===== src/rtl/acq_pkg.sv =====
// Shared types and constants for the acquisition RAM reader.
package acq_pkg;

  localparam int ACQ_ADDR_W = 12;
  localparam int ACQ_DATA_W = 16;
  localparam int FIFO_DEPTH = 4;
  localparam int FIFO_CNT_W = $clog2(FIFO_DEPTH + 1);

  typedef enum logic [1:0] {
    ST_IDLE  = 2'd0,
    ST_READ  = 2'd1,
    ST_DRAIN = 2'd2
  } acq_state_t;

endpackage


===== src/rtl/acq_skid_fifo.sv =====
// Shift-register output FIFO: entry 0 is always the head, so the head
// data and valid come straight from flops.
module acq_skid_fifo
  import acq_pkg::*;
#(
  parameter int W = ACQ_DATA_W + 1
) (
  input  logic                  clk,
  input  logic                  rst,
  input  logic                  i_push,
  input  logic [W-1:0]          i_data,
  input  logic                  i_pop,
  output logic [W-1:0]          o_data,
  output logic                  o_valid,
  output logic [FIFO_CNT_W-1:0] o_count
);

  logic [W-1:0]          r_mem [FIFO_DEPTH];
  logic [W-1:0]          w_mem_next [FIFO_DEPTH];
  logic [FIFO_CNT_W-1:0] r_count;
  logic [FIFO_CNT_W-1:0] w_count_next;
  logic [FIFO_CNT_W-1:0] w_wr_idx;
  logic                  r_valid;
  logic                  w_pop;

  assign w_pop = i_pop & r_valid;

  // A push lands behind the last surviving entry, i.e. after any pop shift.
  always_comb begin
    w_wr_idx     = r_count - FIFO_CNT_W'(w_pop);
    w_count_next = r_count + FIFO_CNT_W'(i_push) - FIFO_CNT_W'(w_pop);
    for (int i = 0; i < FIFO_DEPTH; i++) begin
      w_mem_next[i] = r_mem[i];
    end
    if (w_pop) begin
      for (int i = 0; i < FIFO_DEPTH - 1; i++) begin
        w_mem_next[i] = r_mem[i+1];
      end
    end
    if (i_push) begin
      for (int i = 0; i < FIFO_DEPTH; i++) begin
        if (FIFO_CNT_W'(i) == w_wr_idx) begin
          w_mem_next[i] = i_data;
        end
      end
    end
  end

  always_ff @(posedge clk) begin
    if (rst) begin
      for (int i = 0; i < FIFO_DEPTH; i++) begin
        r_mem[i] <= '0;
      end
      r_count <= '0;
      r_valid <= 1'b0;
    end else begin
      for (int i = 0; i < FIFO_DEPTH; i++) begin
        r_mem[i] <= w_mem_next[i];
      end
      r_count <= w_count_next;
      r_valid <= (w_count_next != '0);
    end
  end

  assign o_data  = r_mem[0];
  assign o_valid = r_valid;
  assign o_count = r_count;

endmodule


===== src/rtl/acq_ram_reader.sv =====
// Reads a block of words from a 1-cycle-latency sample RAM and streams them
// out. Stream handshake: a word moves on a cycle where m_valid and m_ready
// are both high; once m_valid rises, m_data/m_last hold until that happens.
module acq_ram_reader
  import acq_pkg::*;
#(
  parameter int ADDR_W = ACQ_ADDR_W,
  parameter int DATA_W = ACQ_DATA_W
) (
  input  logic              clk,
  input  logic              rst,
  input  logic              start,
  input  logic [ADDR_W-1:0] start_addr,
  input  logic [ADDR_W:0]   len,
  output logic              busy,
  output logic              done,
  output logic              ram_rd_en,
  output logic [ADDR_W-1:0] ram_rd_addr,
  input  logic [DATA_W-1:0] ram_rd_data,
  output logic [DATA_W-1:0] m_data,
  output logic              m_valid,
  input  logic              m_ready,
  output logic              m_last,
  output acq_state_t        dbg_state
);

  localparam logic [FIFO_CNT_W:0] OCC_LIMIT = (FIFO_CNT_W+1)'(FIFO_DEPTH);

  acq_state_t            r_state;
  logic                  r_busy;
  logic                  r_done;
  logic                  r_rd_en;
  logic [ADDR_W-1:0]     r_rd_addr;
  logic                  r_rd_last;
  logic                  r_pend;
  logic                  r_pend_last;
  logic [ADDR_W:0]       r_left;

  logic [DATA_W:0]       w_head;
  logic                  w_fifo_valid;
  logic [FIFO_CNT_W-1:0] w_fifo_count;
  logic [FIFO_CNT_W-1:0] w_cnt_next;
  logic [FIFO_CNT_W:0]   w_occ;
  logic                  w_can_issue;
  logic                  w_pop;

  assign w_pop = w_fifo_valid & m_ready;

  // Words buffered after this edge plus the read still on the RAM bus must
  // leave room for one more, so a new read can never overflow the FIFO.
  assign w_cnt_next  = w_fifo_count + FIFO_CNT_W'(r_pend) - FIFO_CNT_W'(w_pop);
  assign w_occ       = {1'b0, w_cnt_next} + (FIFO_CNT_W+1)'(r_rd_en);
  assign w_can_issue = (w_occ < OCC_LIMIT);

  always_ff @(posedge clk) begin
    if (rst) begin
      r_state     <= ST_IDLE;
      r_busy      <= 1'b0;
      r_done      <= 1'b0;
      r_rd_en     <= 1'b0;
      r_rd_addr   <= '0;
      r_rd_last   <= 1'b0;
      r_pend      <= 1'b0;
      r_pend_last <= 1'b0;
      r_left      <= '0;
    end else begin
      r_done      <= 1'b0;
      r_rd_en     <= 1'b0;
      r_pend      <= r_rd_en;
      r_pend_last <= r_rd_en & r_rd_last;
      case (r_state)
        ST_IDLE: begin
          if (start) begin
            if (len == '0) begin
              r_done <= 1'b1;
            end else begin
              r_state   <= ST_READ;
              r_busy    <= 1'b1;
              r_rd_en   <= 1'b1;
              r_rd_addr <= start_addr;
              r_rd_last <= (len == (ADDR_W+1)'(1));
              r_left    <= len - (ADDR_W+1)'(1);
            end
          end
        end
        ST_READ: begin
          if (r_left == '0) begin
            r_state <= ST_DRAIN;
          end else if (w_can_issue) begin
            r_rd_en   <= 1'b1;
            r_rd_addr <= r_rd_addr + ADDR_W'(1);
            r_rd_last <= (r_left == (ADDR_W+1)'(1));
            r_left    <= r_left - (ADDR_W+1)'(1);
          end
        end
        ST_DRAIN: begin
          if (w_pop && w_head[DATA_W]) begin
            r_state <= ST_IDLE;
            r_busy  <= 1'b0;
            r_done  <= 1'b1;
          end
        end
        default: begin
          r_state <= ST_IDLE;
          r_busy  <= 1'b0;
        end
      endcase
    end
  end

  acq_skid_fifo #(
    .W(DATA_W + 1)
  ) u_fifo (
    .clk    (clk),
    .rst    (rst),
    .i_push (r_pend),
    .i_data ({r_pend_last, ram_rd_data}),
    .i_pop  (m_ready),
    .o_data (w_head),
    .o_valid(w_fifo_valid),
    .o_count(w_fifo_count)
  );

  assign busy        = r_busy;
  assign done        = r_done;
  assign ram_rd_en   = r_rd_en;
  assign ram_rd_addr = r_rd_addr;
  assign m_data      = w_head[DATA_W-1:0];
  assign m_valid     = w_fifo_valid;
  assign m_last      = w_fifo_valid & w_head[DATA_W];
  assign dbg_state   = r_state;

endmodule


===== config.mk =====
export PLATFORM = sky130hd
export DESIGN_NAME = acq_ram_reader
export DESIGN_NICKNAME = d
export VERILOG_FILES = /design/src/rtl/acq_pkg.sv /design/src/rtl/acq_skid_fifo.sv /design/src/rtl/acq_ram_reader.sv
export SDC_FILE = /design/constraint.sdc
export NUM_CORES = 1
export LEC_CHECK = 0
export CORE_MARGIN = 5
export CORE_UTILIZATION = 58
export DETAILED_ROUTE_END_ITERATION = 8
export GPL_TIMING_DRIVEN = 0
export PLACE_DENSITY = 0.85
export SETUP_SLACK_MARGIN = 0.15
export SLEW_MARGIN = 20
export SYNTH_ARGS = -nofsm -noshare
export SYNTH_HDL_FRONTEND = slang
export SYNTH_SLANG_ARGS = --single-unit

===== constraint.sdc =====
create_clock -name clk -period 7.6 [get_ports clk]
set_input_delay 1.52 -clock clk [delete_from_list [all_inputs] [get_ports clk]]
set_output_delay 1.52 -clock clk [all_outputs]
set_load 0.01 [all_outputs]

==> results of run 1 <==
==> metrics by stage <==
| step | hold slack [ns] | area (um2) | instances |
|---|---|---|---|
| after floorplan | 0.431 | 5200 | 651 |
| after global placement | 0.443 | 6110 | 837 |
| after detailed placement | 0.451 | 6110 | 837 |
| after CTS | 0.474 | 6320 | 853 |
| after global routing | 0.498 | 6320 | 853 |
| final | 0.473 | 6320 | 853 |
==> cells by family after synthesis <==
group / synth area share (%)
adders and majority gates: 2.31
and+or+nand+nor: 23.9
DFF: 40.5
xor gates and xnor gates: 2.46
muxes: 3.27
AOI/OAI and AO/OA: 20.2
buffers and inverters: 7.37
==> Yosys cell counts, types with 2 or more instances <==
library cell | count | area share [%]
nand2_1 | 132 | 9.5
dfxtp_1 | 105 | 40
nor2_1 | 90 | 6.5
a311oi_1 | 53 | 8.9
clkbuf_1 | 39 | 2.8
a21oi_1 | 28 | 2.7
o21ai_0 | 18 | 1.7
mux2i_1 | 17 | 3.3
buf_4 | 16 | 2.3
nor3_1 | 16 | 1.5
inv_1 | 11 | 0.79
nand3_1 | 9 | 0.87
or3_1 | 9 | 1.1
ha_1 | 8 | 1.9
nor4_1 | 7 | 0.84
buf_2 | 6 | 0.58
nand4_1 | 6 | 0.72
o32ai_1 | 6 | 1.0
xnor2_1 | 6 | 1.0
xor2_1 | 6 | 1.0
o21ai_1 | 5 | 0.48
a31oi_1 | 4 | 0.48
a32o_1 | 4 | 0.77
and2_1 | 4 | 0.48
nor3b_1 | 4 | 0.58
o211ai_1 | 4 | 0.58
a21oi_2 | 3 | 0.51
buf_1 | 3 | 0.22
buf_6 | 3 | 0.65
nand2b_1 | 3 | 0.36
a211oi_1 | 2 | 0.29
nor2b_1 | 2 | 0.24
o21a_1 | 2 | 0.29
o31ai_1 | 2 | 0.29
or4_1 | 2 | 0.29
==> state kept, by name (all words and copies together), names as in the netlist <==
register        count
u_fifo.r_mem       68
r_pend_last         1
ram_rd_addr        12
u_fifo.o_count      3
busy                1
ram_rd_en           1
dbg_state           2
u_fifo.o_valid      1
r_pend              1
r_rd_last           1
done                1
r_left             13
==> power breakdown <==
group | internal [uW] | total, uW | switching, uW | leakage, uW
registers | 634 | 712 | 77.5 | 0.000854
logic | 299 | 706 | 407 | 0.00135
clock network | 165 | 363 | 198 | 0.000102
==> worst paths after layout <==
kind	startpoint	cells after the start	end
setup / recovery	m_ready	14	r_left[11]
setup reg to reg	u_fifo.o_valid	13	r_left[11]
hold reg to reg	r_rd_last	1	r_pend_last
hold / removal	r_rd_last	1	r_pend_last
==> area by class of cell <==
cell class | instances | area, um2 | area share [%]
buffer | 67 | 342 | 5.41
clock buffer | 11 | 141 | 2.24
clock inverter | 5 | 62.6 | 0.990
inverter | 11 | 41.3 | 0.654
multi-input combinational | 468 | 2710 | 42.9
sequential | 105 | 2100 | 33.3
tap | 108 | 135 | 2.14
timing repair buffer | 78 | 781 | 12.4
==> per-layer routing <==
layer	vias up	global-route usage, %	wire length, um
met5	-	0	0
met4	0	12.7	512
met3	54	6.29	1570
met2	314	45.2	7300
met1	2456	35.4	6220
li1	2462	-	-
==> worst reg2reg max path: stages, from the launching register on <==
cell,delay (ns)
dfxtp_1,0.41
and2_1,0.15
buf_2,0.24
xnor2_1,0.13
inv_1,0.11
ha_1,0.14
inv_1,0.05
fa_1,0.37
xnor3_1,0.34
o21ai_0,0.20
o2bb2ai_1,0.32
buf_2,0.32
o21ai_0,0.14
a32o_1,0.28
==> cells in the final DEF (no fill, tap or decap), types with 7 or more instances in the layout <==
| cell type | count |
|---|---|
| clkdlybuf4s50_1 | 78 |
| or3_1 | 9 |
| clkbuf_1 | 40 |
| ha_1 | 8 |
| nor2_1 | 90 |
| a311oi_1 | 53 |
| nand3_1 | 9 |
| nor3_1 | 16 |
| clkbuf_8 | 10 |
| dfxtp_1 | 105 |
| buf_4 | 16 |
| a21oi_1 | 28 |
| nor4_1 | 7 |
| mux2i_1 | 17 |
| inv_1 | 11 |
| nand2_1 | 132 |
| o21ai_0 | 18 |
==> metrics.cfg, run 1 <==
[synthesis]
yosysSeqAreaShare_pct=40.5
synth_fp_nets=705
avgSynthCellArea_um2=7.98
synth_flop_cell=dfxtp_1
ys_ff_latch=105
syn_area_um2=5200
netlist_instances=651
yosysWarnings=0
ys_types=51
synth_edf_count=0
async_flop_share_pct=0

[critical_path]
cp-end-kind=flip-flop
crit_type=primary input to flip-flop
cp_max_fo=10
worst_path_max_delay_cell=clkdlybuf4s50_1
r2r_slack_ns=4.30
path_cells=clkdlybuf4s50_1 -> and2_1 -> buf_2 -> xnor2_1 -> inv_1 -> ha_1 -> inv_1 -> fa_1 -> xnor3_1 -> o21ai_0 -> o2bb2ai_1 -> buf_2 -> o21ai_0 -> a32o_1
path_buf_inv=5
worst_path_largest_cell_delay_ns=0.48
critPathRequiredTime_ns=7.86
crit_family=buffers and inverters
critPathArrivalTime_ns=4.76
startpoint_type=primary input

[clock_network]
cts_setup_buffers=0
cts_hold_repair.buffers=0
clkTransAtPathRegs_ns=0.09
clockRootBuffer=clkbuf_8
clock_sinks=105
clockBufferDepth=2
cts_buffers=9
cts_tree=yes
cts_resized=0
htree_levels=3
clk_latency_ns=0.38

[power_and_ir_drop]
power_uw=1780
peakVddDrop_mv=0.164
power.density_nw_per_um2=282
p_leak_uw=0.00231

[route]
drc=0
wl_per_cell_um=18.3
routed_wl_mm=15.6
drtPass1Iterations=5
vias_per_cell=6.20
num_vias=5286
ant_nets=0
drt_iter0_drc=462

[cells_and_area]
final_util_pct=72.4
diodes=0
area_delta_synth_final_pct=21.6
nFillCells=682
nets=794
drive_gt1_share_pct=6.31

[sta]
period_minus_slack_ns=4.50
fin_crit_sh_pct=59.2
relSlewSlack_pct=50.8
setup_slack_ns=3.10
slew_viol_final=0
worstMarginPinSlew_ns=0.737
tns_ns=0
setup_viol=0
worst_clock_skew_ns=0.0119
finalHoldViolCount=0
grt_setup_unrepaired=no
timing.fmax_mhz=222

[die]
chipHeight_um=105
boundaryPins=80
fp.coreArea_um2=8720
rows=34
initial_core_util_pct=59.6
dieWidth_um=105
dieArea_um2=11000

[global_routing]
overflow=0
grt_pass1_vias=5280
antenna_found_initial=0
grt_usage_pct=27.9
grt_max_degree=18
grt_pass1_wl_mm=25.4

[min_path]
hp-class=flip-flop to flip-flop

[placed_design]
place_congestion=0.891
place_ws_ns=2.79
hpwl_mm=11.1
portBuffers=78

[run_status]
outcome=finished clean

[flow_run]
drv_cap=0

Note: power is estimated with default switching activity, not from simulation.
==> run 2: changes to the inputs <==
--- a/config.mk
+++ b/config.mk
@@ -6,10 +6,10 @@
 export NUM_CORES = 1
 export LEC_CHECK = 0
 export CORE_MARGIN = 5
-export CORE_UTILIZATION = 58
+export CORE_UTILIZATION = 49
 export DETAILED_ROUTE_END_ITERATION = 8
 export GPL_TIMING_DRIVEN = 0
-export PLACE_DENSITY = 0.85
+export PLACE_DENSITY = 0.77
 export SETUP_SLACK_MARGIN = 0.15
 export SLEW_MARGIN = 20
 export SYNTH_ARGS = -nofsm -noshare
==> constraint.sdc (replaced) <==
create_clock -name clk -period 3.6 [get_ports clk]
set_input_delay 0.72 -clock clk [delete_from_list [all_inputs] [get_ports clk]]
set_output_delay 0.72 -clock clk [all_outputs]
set_load 0.01 [all_outputs]
==> run 2 against run 1 <==
  * The run now ends with design-rule violations left
  * Critical path depth down 1
  * Largest cell class unchanged
  * Setup slack worse by 2.8 ns
  * Final area up 1.8%
  * First-iteration DRC count up 15%
  * Largest power group is now combinational cells
  * Critical path type unchanged
  * Sequential power up 110%
==> metrics.cfg, run 2 (same netlist as run 1, synthesis figures left out) <==
[run_status]
outcome=finished, violations left
violations=design-rule violations

[die]
dieWidth_um=113
boundaryPins=80
dieArea_um2=12800
fp.coreArea_um2=10300
chipHeight_um=113
rows=37
initial_core_util_pct=50.3

[sta]
period_minus_slack_ns=3.31
relSlewSlack_pct=22.9
slew_viol_final=0
tns_ns=0
timing.fmax_mhz=302
setup_viol=0
grt_setup_unrepaired=no
fin_hold_ws_ns=0.474
fin_crit_sh_pct=92.1
worstMarginPinSlew_ns=1.15
finalHoldViolCount=0
worst_clock_skew_ns=0.0118

[clock_network]
clockRootBuffer=clkbuf_8
clock_sinks=105
cts_hold_repair.buffers=0
htree_levels=3
cts_tree=yes
cts_buffers=9
clockBufferDepth=2
clk_latency_ns=0.38
clkTransAtPathRegs_ns=0.11

[cells_and_area]
diodes=0
final_common_cell=nand2_1
nFillCells=888
drive_gt1_share_pct=7.10
largest_reg_flops=68
final_util_pct=62.3
regMostFlops=u_fifo.r_mem
area_delta_synth_final_pct=23.7
layout_common_cells=132 x nand2_1, 105 x dfxtp_1, 90 x nor2_1
nets=796

[placed_design]
hpwl_mm=11.0
place_congestion=0.874
portBuffers=78

[critical_path]
crit_type=primary input to flip-flop
r2r_slack_ns=0.69
reg2reg_from=u_fifo.o_valid
cp-end-kind=flip-flop
critPathArrivalTime_ns=3.59
cp_max_fo=10
startpoint_type=primary input
critPathRequiredTime_ns=3.87
worstReg2RegEnd=r_left[10]
r2r_cells=12

[route]
drt_iter0_drc=532
drtPass1Iterations=8
vias_per_cell=5.95
ant_nets=0
routed_wl_mm=15.5
drc=1
num_vias=5251
wl_per_cell_um=17.5

[flow_run]
drv_cap=0

[power_and_ir_drop]
p_switching_uw=1500
p_leak_uw=0.00233
peakVddDrop_mv=0.360
seqPwrFrac_pct=38.4
sw_frac_of_total_pct=38.4
clockPowerShare_pct=21.2
power.density_nw_per_um2=607
power_frac_comb_pct=40.4
p_int_uw=2410

[min_path]
hp-class=flip-flop to flip-flop
min_from=u_fifo.r_mem[1][14]
hold_path_depth=2
min_to=u_fifo.r_mem[0][14]

[global_routing]
grt_usage_pct=23.7
grt_pass1_wl_mm=24.6
overflow=0
antenna_found_initial=0
grt_pass1_vias=4979
grt_max_degree=18

run 2: metal layers:
metal,share of wire [%],GRT usage [%],vias to the layer above
met5,0,0,-
met4,2.2,8.89,0
met3,8.4,3.32,34
met2,46,37.8,280
met1,43,32.5,2453
li1,-,-,2484
run 2: how the worst max path moves through the flow:
| stage | from | end | slack (ns) | depth (start not counted) |
|---|---|---|---|---|
| 2_1_floorplan | m_ready | r_left[11] | 0.48 | 13 |
| 3_3_place_gp | m_ready | r_left[11] | -0.39 | 14 |
| 3_5_place_dp | m_ready | r_left[11] | -0.46 | 14 |
| 4_1_cts | m_ready | r_left[11] | 0.15 | 13 |
| 5_1_grt | m_ready | r_left[10] | 0.14 | 12 |
| 6_report | m_ready | r_left[10] | 0.29 | 13 |
run 2: final cells by class:
type | count | area (um2) | share of cell area (%)
Multi-Input combinational cell | 469 | 2760 | 43.0
Sequential cell | 105 | 2100 | 32.7
Timing Repair Buffer | 79 | 788 | 12.3
Buffer | 67 | 347 | 5.39
Tap cell | 136 | 170 | 2.65
Clock buffer | 10 | 128 | 1.99
Clock inverter | 6 | 90.1 | 1.40
Inverter | 11 | 41.3 | 0.642
run 2: power by group through the flow:
stage          combinational [uW]  clock (uW)  sequential (uW)
2_1_floorplan                 946           0             1500
3_3_place_gp                 1430           0             1510
3_5_place_dp                 1450           0             1520
4_1_cts                      1470         817             1490
5_1_grt                      1710         863             1520
6_report                     1580         829             1500
run 2: repair_timing:
| item | CTS | global route |
|---|---|---|
| setup endpoints to repair | 19 | 25 |
| buffers inserted | 0 | 1 |
| gates resized for setup | 3 | 6 |
| pin swaps | 1 | 1 |
| gates cloned | 0 | 1 |
run 2: critical path, stage by stage:
cell and delay [ns]:
clkdlybuf4s50_1 0.42, and2_1 0.15, clkbuf_4 0.18, xnor2_1 0.16, inv_1 0.11, ha_1 0.16
inv_1 0.05, fa_1 0.37, xnor3_2 0.42, o21ai_4 0.14, a2bb2oi_4 0.29, nor2_1 0.16
a32o_1 0.26
run 2: metrics by stage:
step           total power, uW  setup WS, ns  instances  cell area [um2]
2_1_floorplan             2450         0.477        651             5200
3_3_place_gp              2940        -0.393        865             6150
3_5_place_dp              2970        -0.465        865             6150
4_1_cts                   3780         0.153        881             6370
5_1_grt                   4090         0.142        883             6430
6_report                  3900         0.285        883             6430
==> run 3: changes to the inputs <==
--- a/config.mk
+++ b/config.mk
@@ -9,6 +9,7 @@
 export CORE_UTILIZATION = 49
 export DETAILED_ROUTE_END_ITERATION = 8
 export GPL_TIMING_DRIVEN = 0
+export HOLD_SLACK_MARGIN = 0.1
 export PLACE_DENSITY = 0.77
 export SETUP_SLACK_MARGIN = 0.15
 export SLEW_MARGIN = 20
==> results of run 3 <==
The final DEF is identical to that of run 2; final timing and power are the same.
